==> src/rtl/vga_timing_ctrl.sv <==
// VGA timing sequencer: pixel prescaler plus horizontal/vertical phase FSMs producing
// sync, display-enable, active coordinates and line/frame end strobes.
module vga_timing_ctrl #(
    parameter int   PIX_DIV     = 2,
    parameter int   H_ACTIVE    = 640,
    parameter int   H_FP        = 16,
    parameter int   H_SYNC      = 96,
    parameter int   H_BP        = 48,
    parameter int   V_ACTIVE    = 480,
    parameter int   V_FP        = 10,
    parameter int   V_SYNC      = 2,
    parameter int   V_BP        = 33,
    parameter logic SYNC_POL    = 1'b0,
    parameter int   COORD_WIDTH = 10
) (
    input  logic                   CLK,
    input  logic                   RESET,
    input  logic                   ENABLE,
    output logic                   PIX_TICK,
    output logic                   HSYNC,
    output logic                   VSYNC,
    output logic                   DISP_EN,
    output logic [COORD_WIDTH-1:0] PIX_X,
    output logic [COORD_WIDTH-1:0] PIX_Y,
    output logic                   LINE_END,
    output logic                   FRAME_END
);

    localparam int H_TOTAL = H_ACTIVE + H_FP + H_SYNC + H_BP;
    localparam int V_TOTAL = V_ACTIVE + V_FP + V_SYNC + V_BP;
    localparam int HW      = $clog2(H_TOTAL);
    localparam int VW      = $clog2(V_TOTAL);
    localparam int PW      = (PIX_DIV > 1) ? $clog2(PIX_DIV) : 1;
    localparam logic [PW-1:0] PRE_LAST = PW'(PIX_DIV - 1);

    typedef enum logic [1:0] {H_ACT_S = 2'd0, H_FP_S = 2'd1, H_SYNC_S = 2'd2, H_BP_S = 2'd3} h_state_t;
    typedef enum logic [1:0] {V_ACT_S = 2'd0, V_FP_S = 2'd1, V_SYNC_S = 2'd2, V_BP_S = 2'd3} v_state_t;

    function automatic logic [HW-1:0] h_last(input h_state_t s);
        case (s)
            H_ACT_S:  return HW'(H_ACTIVE - 1);
            H_FP_S:   return HW'(H_FP - 1);
            H_SYNC_S: return HW'(H_SYNC - 1);
            default:  return HW'(H_BP - 1);
        endcase
    endfunction

    function automatic h_state_t h_next(input h_state_t s);
        case (s)
            H_ACT_S:  return H_FP_S;
            H_FP_S:   return H_SYNC_S;
            H_SYNC_S: return H_BP_S;
            default:  return H_ACT_S;
        endcase
    endfunction

    function automatic logic [VW-1:0] v_last(input v_state_t s);
        case (s)
            V_ACT_S:  return VW'(V_ACTIVE - 1);
            V_FP_S:   return VW'(V_FP - 1);
            V_SYNC_S: return VW'(V_SYNC - 1);
            default:  return VW'(V_BP - 1);
        endcase
    endfunction

    function automatic v_state_t v_next(input v_state_t s);
        case (s)
            V_ACT_S:  return V_FP_S;
            V_FP_S:   return V_SYNC_S;
            V_SYNC_S: return V_BP_S;
            default:  return V_ACT_S;
        endcase
    endfunction

    logic [PW-1:0]          presc_q, presc_d;
    h_state_t               h_state_q, h_state_d;
    v_state_t               v_state_q, v_state_d;
    logic [HW-1:0]          hphase_q, hphase_d;
    logic [VW-1:0]          vphase_q, vphase_d;
    logic                   hsync_q, hsync_d;
    logic                   vsync_q, vsync_d;
    logic                   disp_en_q, disp_en_d;
    logic [COORD_WIDTH-1:0] pix_x_q, pix_x_d;
    logic [COORD_WIDTH-1:0] pix_y_q, pix_y_d;
    logic                   tick_s, line_end_s, frame_end_s;

    // Strobes are decoded from registered state and gated by ENABLE so a freeze suppresses them.
    assign tick_s      = ENABLE && (presc_q == PRE_LAST);
    assign line_end_s  = tick_s && (h_state_q == H_BP_S) && (hphase_q == h_last(H_BP_S));
    assign frame_end_s = line_end_s && (v_state_q == V_BP_S) && (vphase_q == v_last(V_BP_S));

    // Next-state: prescaler, both phase FSMs, and the output values they imply.
    always_comb begin
        presc_d   = presc_q;
        h_state_d = h_state_q;
        hphase_d  = hphase_q;
        v_state_d = v_state_q;
        vphase_d  = vphase_q;

        if (ENABLE) begin
            if (presc_q == PRE_LAST) begin
                presc_d = {PW{1'b0}};
            end else begin
                presc_d = presc_q + PW'(1);
            end
        end else begin
            presc_d = presc_q;
        end

        if (tick_s) begin
            if (hphase_q == h_last(h_state_q)) begin
                h_state_d = h_next(h_state_q);
                hphase_d  = {HW{1'b0}};
            end else begin
                hphase_d  = hphase_q + HW'(1);
            end
        end else begin
            hphase_d = hphase_q;
        end

        // The vertical axis steps on the same edge the horizontal axis wraps.
        if (line_end_s) begin
            if (vphase_q == v_last(v_state_q)) begin
                v_state_d = v_next(v_state_q);
                vphase_d  = {VW{1'b0}};
            end else begin
                vphase_d  = vphase_q + VW'(1);
            end
        end else begin
            vphase_d = vphase_q;
        end

        hsync_d   = (h_state_d == H_SYNC_S) ? SYNC_POL : ~SYNC_POL;
        vsync_d   = (v_state_d == V_SYNC_S) ? SYNC_POL : ~SYNC_POL;
        disp_en_d = (h_state_d == H_ACT_S) && (v_state_d == V_ACT_S);
        pix_x_d   = (h_state_d == H_ACT_S) ? COORD_WIDTH'(hphase_d) : {COORD_WIDTH{1'b0}};
        pix_y_d   = (v_state_d == V_ACT_S) ? COORD_WIDTH'(vphase_d) : {COORD_WIDTH{1'b0}};
    end

    // State and registered-output flops with synchronous reset.
    always_ff @(posedge CLK) begin
        if (RESET) begin
            presc_q   <= {PW{1'b0}};
            h_state_q <= H_ACT_S;
            hphase_q  <= {HW{1'b0}};
            v_state_q <= V_ACT_S;
            vphase_q  <= {VW{1'b0}};
            hsync_q   <= ~SYNC_POL;
            vsync_q   <= ~SYNC_POL;
            disp_en_q <= 1'b1;
            pix_x_q   <= {COORD_WIDTH{1'b0}};
            pix_y_q   <= {COORD_WIDTH{1'b0}};
        end else begin
            presc_q   <= presc_d;
            h_state_q <= h_state_d;
            hphase_q  <= hphase_d;
            v_state_q <= v_state_d;
            vphase_q  <= vphase_d;
            hsync_q   <= hsync_d;
            vsync_q   <= vsync_d;
            disp_en_q <= disp_en_d;
            pix_x_q   <= pix_x_d;
            pix_y_q   <= pix_y_d;
        end
    end

    assign PIX_TICK  = tick_s;
    assign LINE_END  = line_end_s;
    assign FRAME_END = frame_end_s;
    assign HSYNC     = hsync_q;
    assign VSYNC     = vsync_q;
    assign DISP_EN   = disp_en_q;
    assign PIX_X     = pix_x_q;
    assign PIX_Y     = pix_y_q;

endmodule

==> config.mk <==
export PLATFORM = sky130hd
export DESIGN_NAME = vga_timing_ctrl
export DESIGN_NICKNAME = d
export VERILOG_FILES = /design/src/rtl/vga_timing_ctrl.sv
export SDC_FILE = /design/constraint.sdc
export NUM_CORES = 1
export LEC_CHECK = 0
export ABC_AREA = 1
export ABC_CLOCK_PERIOD_IN_PS = 4600
export BUFFER_PORTS_ARGS = -buffer_cell sky130_fd_sc_hd__buf_2
export CORE_ASPECT_RATIO = 0.8
export CORE_UTILIZATION = 40
export DETAILED_ROUTE_END_ITERATION = 16
export GPL_TIMING_DRIVEN = 0
export PLACE_DENSITY = 0.6
export SYNTH_ARGS = -nofsm -noshare
export SYNTH_HDL_FRONTEND = slang
export SYNTH_SLANG_ARGS = --single-unit
==> constraint.sdc <==
create_clock -name CLK -period 4.6 [get_ports CLK]
set_input_delay 0.23 -clock CLK [delete_from_list [all_inputs] [get_ports CLK]]
set_output_delay 0.23 -clock CLK [all_outputs]
set_load 0.005 [all_outputs]
Word level (Yosys, flattened, before mapping)
Cells that the tools add are included.
W data, S select, Z words.
{ "classes": {"addsub": 3, "n_eq_ne": 12, "muxes": 17, "n_bitwise": 2, "n_reduce_logical": 12} }
{ "op_table": {"columns": ["op", "count"], "rows": [
  ["$mux W10", 6],
  ["$pmux W10 S3", 1],
  ["$pmux W9 S3", 1],
  ["$add A10 B1 Y10 const B", 2],
  ["$eq A10 B10 Y1", 2],
  ["$eq A10 B6 Y1 const B", 2],
  ["$eq A2 B2 Y1 const B", 6],
  ["$pmux W2 S3", 2],
  ["$logic_not A2 Y1", 4],
  ["$mux W2", 4],
  ["$logic_and A1 B1 Y1", 6],
  ["$eq A2 B1 Y1 const B", 2],
  ["$reduce_or A2 Y1", 2],
  ["$mux W1", 3],
  ["$not A1 Y1", 2],
  ["$add A1 B1 Y1 const B", 1]
]} }
{ "totals": {"register_bits": 48, "input_bits": 3, "output_inout_bits": 26, "word_cells": 56} }

Logic depth before layout (Yosys ltp)
{ "logic_depth": {"word_depth": 10, "depth_mapped": 13, "mapped_depth_nobuf": 13} }

Worst setup path before layout
OpenSTA, ideal clock, no wires.
{ "synth_timing": {"path_type": "register to register", "start": "reg v_state_q[0]", "end": "reg pix_y_q[2] (netlist: PIX_Y[2])", "setup_time_ns": 0.114, "arrival_ns": 1.518, "t_required_ns": 4.486, "path_slack_ns": 2.968, "stages_incl_launch_ff": 13, "n_path_buf": 0, "synth_period_minus_slack_ns": 1.632, "path_cell_list": "dfxtp_1 -> inv_1 -> ha_1 -> nor2_1 -> nand2_1 -> nand2_1 -> inv_1 -> nor2_1 -> nand3_2 -> nand2_1 -> nand2_2 -> nand2_4 -> nor2_1"} }
{ "synth_via": {"elab_chain_cells": 9, "word_cells_on_any_way": 14, "classes_between": "eq/ne: 3; mux: 7; bitwise: 1; reduce/logical: 3"} }
{ "synth_lines": {"columns": ["item", "line", "rtl"], "rows": [
  ["start: declaration", "77", "v_state_t v_state_q, v_state_d;"],
  ["start signal: assignment", "157", "v_state_q <= v_state_d;"],
  ["$eq A2 B2 Y1 (tied with other cells)", "58, 67", null],
  ["$pmux W9 S3", "58", "case (s)"],
  ["$mux W10", "122", "if (line_end_s) begin"],
  ["$eq A10 B10 Y1", "123", "if (vphase_q == v_last(v_state_q)) begin"],
  ["$mux W2", "123", null],
  ["$mux W2", "122", null],
  ["$logic_not A2 Y1", "137", "pix_y_d = (v_state_d == V_ACT_S) ? COORD_WIDTH'(vphase_d) : {COORD_WIDTH{1'b0}};"],
  ["$not A1 Y1 (no line)", null, null],
  ["$reduce_or A2 Y1 (no line)", null, null],
  ["end signal: assignment", "152", "pix_y_q <= {COORD_WIDTH{1'b0}};"],
  ["end signal: assignment", "163", "pix_y_q <= pix_y_d;"],
  ["end: declaration", "84", "logic [COORD_WIDTH-1:0] pix_y_q, pix_y_d;"]
]} }
Parallel ways exist; a longest one is shown, timed or not. The select of a mux whose other input is x is not followed.
A chain may end at the register's enable or synchronous reset.

Final worst setup path
{ "layout_timing": {"start": "reg hphase_q[0]", "end": "out FRAME_END"} }
{ "layout_via": {"elab_chain_cells": 4} }
{ "layout_lines": {"columns": ["item", "line", "rtl"], "rows": [
  ["start: declaration", "78", "logic [HW-1:0] hphase_q, hphase_d;"],
  ["start signal: assignment", "145", "hphase_q <= {HW{1'b0}};"],
  ["start signal: assignment", "156", "hphase_q <= hphase_d;"],
  ["$eq A10 B6 Y1", "89", "assign line_end_s = tick_s && (h_state_q == H_BP_S) && (hphase_q == h_last(H_BP_S));"],
  ["$logic_and A1 B1 Y1", "89", null],
  ["$logic_and A1 B1 Y1 (2 in series)", "90", "assign frame_end_s = line_end_s && (v_state_q == V_BP_S) && (vphase_q == v_last(V_BP_S));"],
  ["end: declaration", "26", "output logic FRAME_END"]
]} }
Every way passes these cells.

==> impl_metrics.yaml <==
timing:
  finalSetupViolations: 0
  setup_tns_ps: 0
  rsz0062_at_grt: "no"
  setup_ws_ps: 2630
  finClkSkew_ps: 7.33
  holdWs_ps: 195
  slew_violations: 0
  post-route-period-util: 0.429
  post-route-min-period_ps: 1970
  clock.fmax_mhz: 507
  finalHoldViolCount: 0
  worst_slew_pin_slew_ps: 488
  slew_headroom: 0.674
synth:
  yosysWarnings: 0
  synth_cells: 318
  synth_area_leader_cell: "dfxtp_1"
  synth-seq-cells: 48
  synth_area_mm2: 0.00229
  ys_seq_area_frac: 0.419
  ys_types: 27
  synthDominantCellAreaShare: 0.419
  synth_area_leaders: "dfxtp_1 (42%), nand2_1 (11%), nor2_1 (9.2%)"
  syn_nets: 333
  avgSynthCellArea_um2: 7.22
detailed_routing:
  vias: 2009
  viasPerCell: 4.65
  wl_per_cell_um: 11.5
  drtAntennaViolNets: 0
  first_pass_iters: 4
  detail_route.iter0.violations: 133
  drc_errors: 0
  wirelength_mm: 4.97
run_status:
  outcome: "completed"
clock_tree:
  cts.htree.levels: 2
  cts_resized: 0
  numCtsBuffers: 5
  cts_setup_buffers: 0
  cts_tree: "built"
  cts_buffer_depth: 2
  clk_latency_ps: 300
  path_clk_slew_ps: 90
  cts.hold.buffers_added: 0
  root_buffer: "clkbuf_8"
  clock_sinks: 48
setup_path:
  end_kind: "output port"
  crit_path_start_kind: "register"
  ff2ff_setup_slack_ps: 2640
  crit_type: "register to output port"
  crit_required_ps: 4370
  crit_fanout: 5
  arrival_ps: 1740
power:
  sw_frac_of_total: 0.220
  net-switching-power_uw: 154
  leakagePower_nw: 1.32
  pwr-share-seq: 0.600
  internal-power_uw: 544
  p_clk_frac: 0.377
  power_frac_comb: 0.023
  peakVddDrop_v: 0.000201
  p_per_area_mw_per_mm2: 266
placed_design:
  post_dp_cell_area_mm2: 0.00253
  gp_congestion: 0.853
  io_buffers: 28
  hpwl_mm: 3.79
  dp_slack_ps: 2660
global_route:
  grt_use_total: 0.184
  use_met3: 0.0381
  antenna_found_initial: 0
  busiest_layer: "met1"
  first_global_vias: 1823
  use_met1: 0.283
  gr-total-overflow: 0
  grt_pass1_wl_mm: 8.63
  grt_max_degree: 15
  use_met2: 0.251
layout:
  final_area_mm2: 0.00263
  insertedDiodeCount: 0
  multi_input_area_mm2: 0.00113
  fillCellCount: 573
  area_growth_pct: 14.4
  regArea_um2: 961
  fin_nets: 368
  drive_gt1_frac: 0.175
job:
  max_cap_violations: 0
floorplan:
  ios: 29
  start_util: 0.418
  die_h_um: 69.7
  die_w_um: 86.7
  coreArea_mm2: 0.00550
  dieArea_mm2: 0.00605
  rows: 24
hold_path:
  hold_path_class: "primary input to register"
==> metrics by stage <==
step	instances	util	total power [mW]
6_report	432	0.478	0.697
5_1_grt	432	0.478	0.724
4_1_cts	432	0.478	0.704
3_5_place_dp	424	0.461	0.445
3_3_place_gp	424	0.461	0.444
2_1_floorplan	318	-	0.437
==> cells in the mapped netlist <==
cell type	count
a22oi_1	1
or2_2	2
nor4_1	1
dfxtp_1	48
nor3_1	5
nand4_1	13
nand3b_1	2
ha_1	12
nand2_2	7
clkinv_2	1
nor2_1	56
xnor2_1	1
a21oi_1	1
nand2_1	67
nand3_1	23
clkbuf_2	1
o21ai_0	8
nand4_4	1
inv_1	47
xor2_1	4
inv_2	4
nand3_2	3
nor2_2	5
clkbuf_1	1
nand2_4	2
o21ai_1	1
nor2_4	1
==> placed cells by master (no fill, tap or decap) <==
cell	synthesis	routed
nand2_1	67	67
nor2_1	56	56
dfxtp_1	48	48
inv_1	47	47
buf_2	0	28
nand3_1	23	23
nand4_1	13	13
ha_1	12	12
o21ai_0	8	8
nand2_2	7	7
clkbuf_8	0	6
nor3_1	5	5
nor2_2	5	5
inv_2	4	4
xor2_1	4	4
nand3_2	3	3
nand2_4	2	2
or2_2	2	2
nand3b_1	2	2
clkbuf_1	1	2
clkbuf_2	1	1
nor4_1	1	1
nand4_4	1	1
nor2_4	1	1
a22oi_1	1	1
xnor2_1	1	1
clkinv_2	1	1
o21ai_1	1	1
a21oi_1	1	1
clkinvlp_4	0	1
==> power groups by stage <==
stage / combinational [mW] / sequential (mW) / clock [mW]
2_1_floorplan: 0.00926 / 0.428 / 0
3_3_place_gp: 0.0160 / 0.428 / 0
3_5_place_dp: 0.0164 / 0.428 / 0
4_1_cts: 0.0164 / 0.419 / 0.269
5_1_grt: 0.0181 / 0.419 / 0.287
6_report: 0.0162 / 0.418 / 0.263
==> routing by layer <==
| layer | routed length [um] | up-vias | share of wire |
|---|---|---|---|
| met5 | 0 | - | 0 |
| met4 | 73 | 0 | 0.015 |
| met3 | 312 | 7 | 0.063 |
| met2 | 2010 | 56 | 0.40 |
| met1 | 2580 | 890 | 0.52 |
| li1 | - | 1056 | - |
==> worst max-delay path, cell delays in order (launching register included) <==
cell	delay, ps
dfxtp_1	370
ha_1	220
nand3_2	130
nor3_1	150
nand2_1	180
nor4_1	230
buf_2	170
==> state kept, by name (all words and copies together), names as in the netlist <==
name / flops
PIX_X: 10
PIX_Y: 10
hphase_q: 10
vphase_q: 10
h_state_q: 2
v_state_q: 2
DISP_EN: 1
HSYNC: 1
VSYNC: 1
presc_q: 1
==> area by class of cell <==
class                      instances  share of cell area
inverter                          52              0.0748
buffer                             2             0.00333
sequential                        48               0.366
clock inverter                     1             0.00286
timing repair buffer              28              0.0534
clock buffer                       7              0.0329
tap                               78              0.0372
multi-input combinational        216               0.430
==> cell families (layout without fill, tap and decap cells) <==
family / count (synthesis) / in the layout / share of synthesized area
simple gates: 188 / 188 / 0.382
xor+xnor: 5 / 5 / 0.0191
flops: 48 / 48 / 0.419
fa+ha+maj: 12 / 12 / 0.0654
buf+inv: 54 / 90 / 0.0894
compound gates: 11 / 11 / 0.0251
==> worst paths after layout <==
check	start	endpoint	cells after the start
worst max-delay path	hphase_q[0]	FRAME_END	6
worst min-delay path	RESET	h_state_q[1]	2
worst max register to register	v_state_q[1]	PIX_Y[3]	13
worst min register to register	presc_q	presc_q	2
No activity file was read; power rests on OpenSTA's default activity.
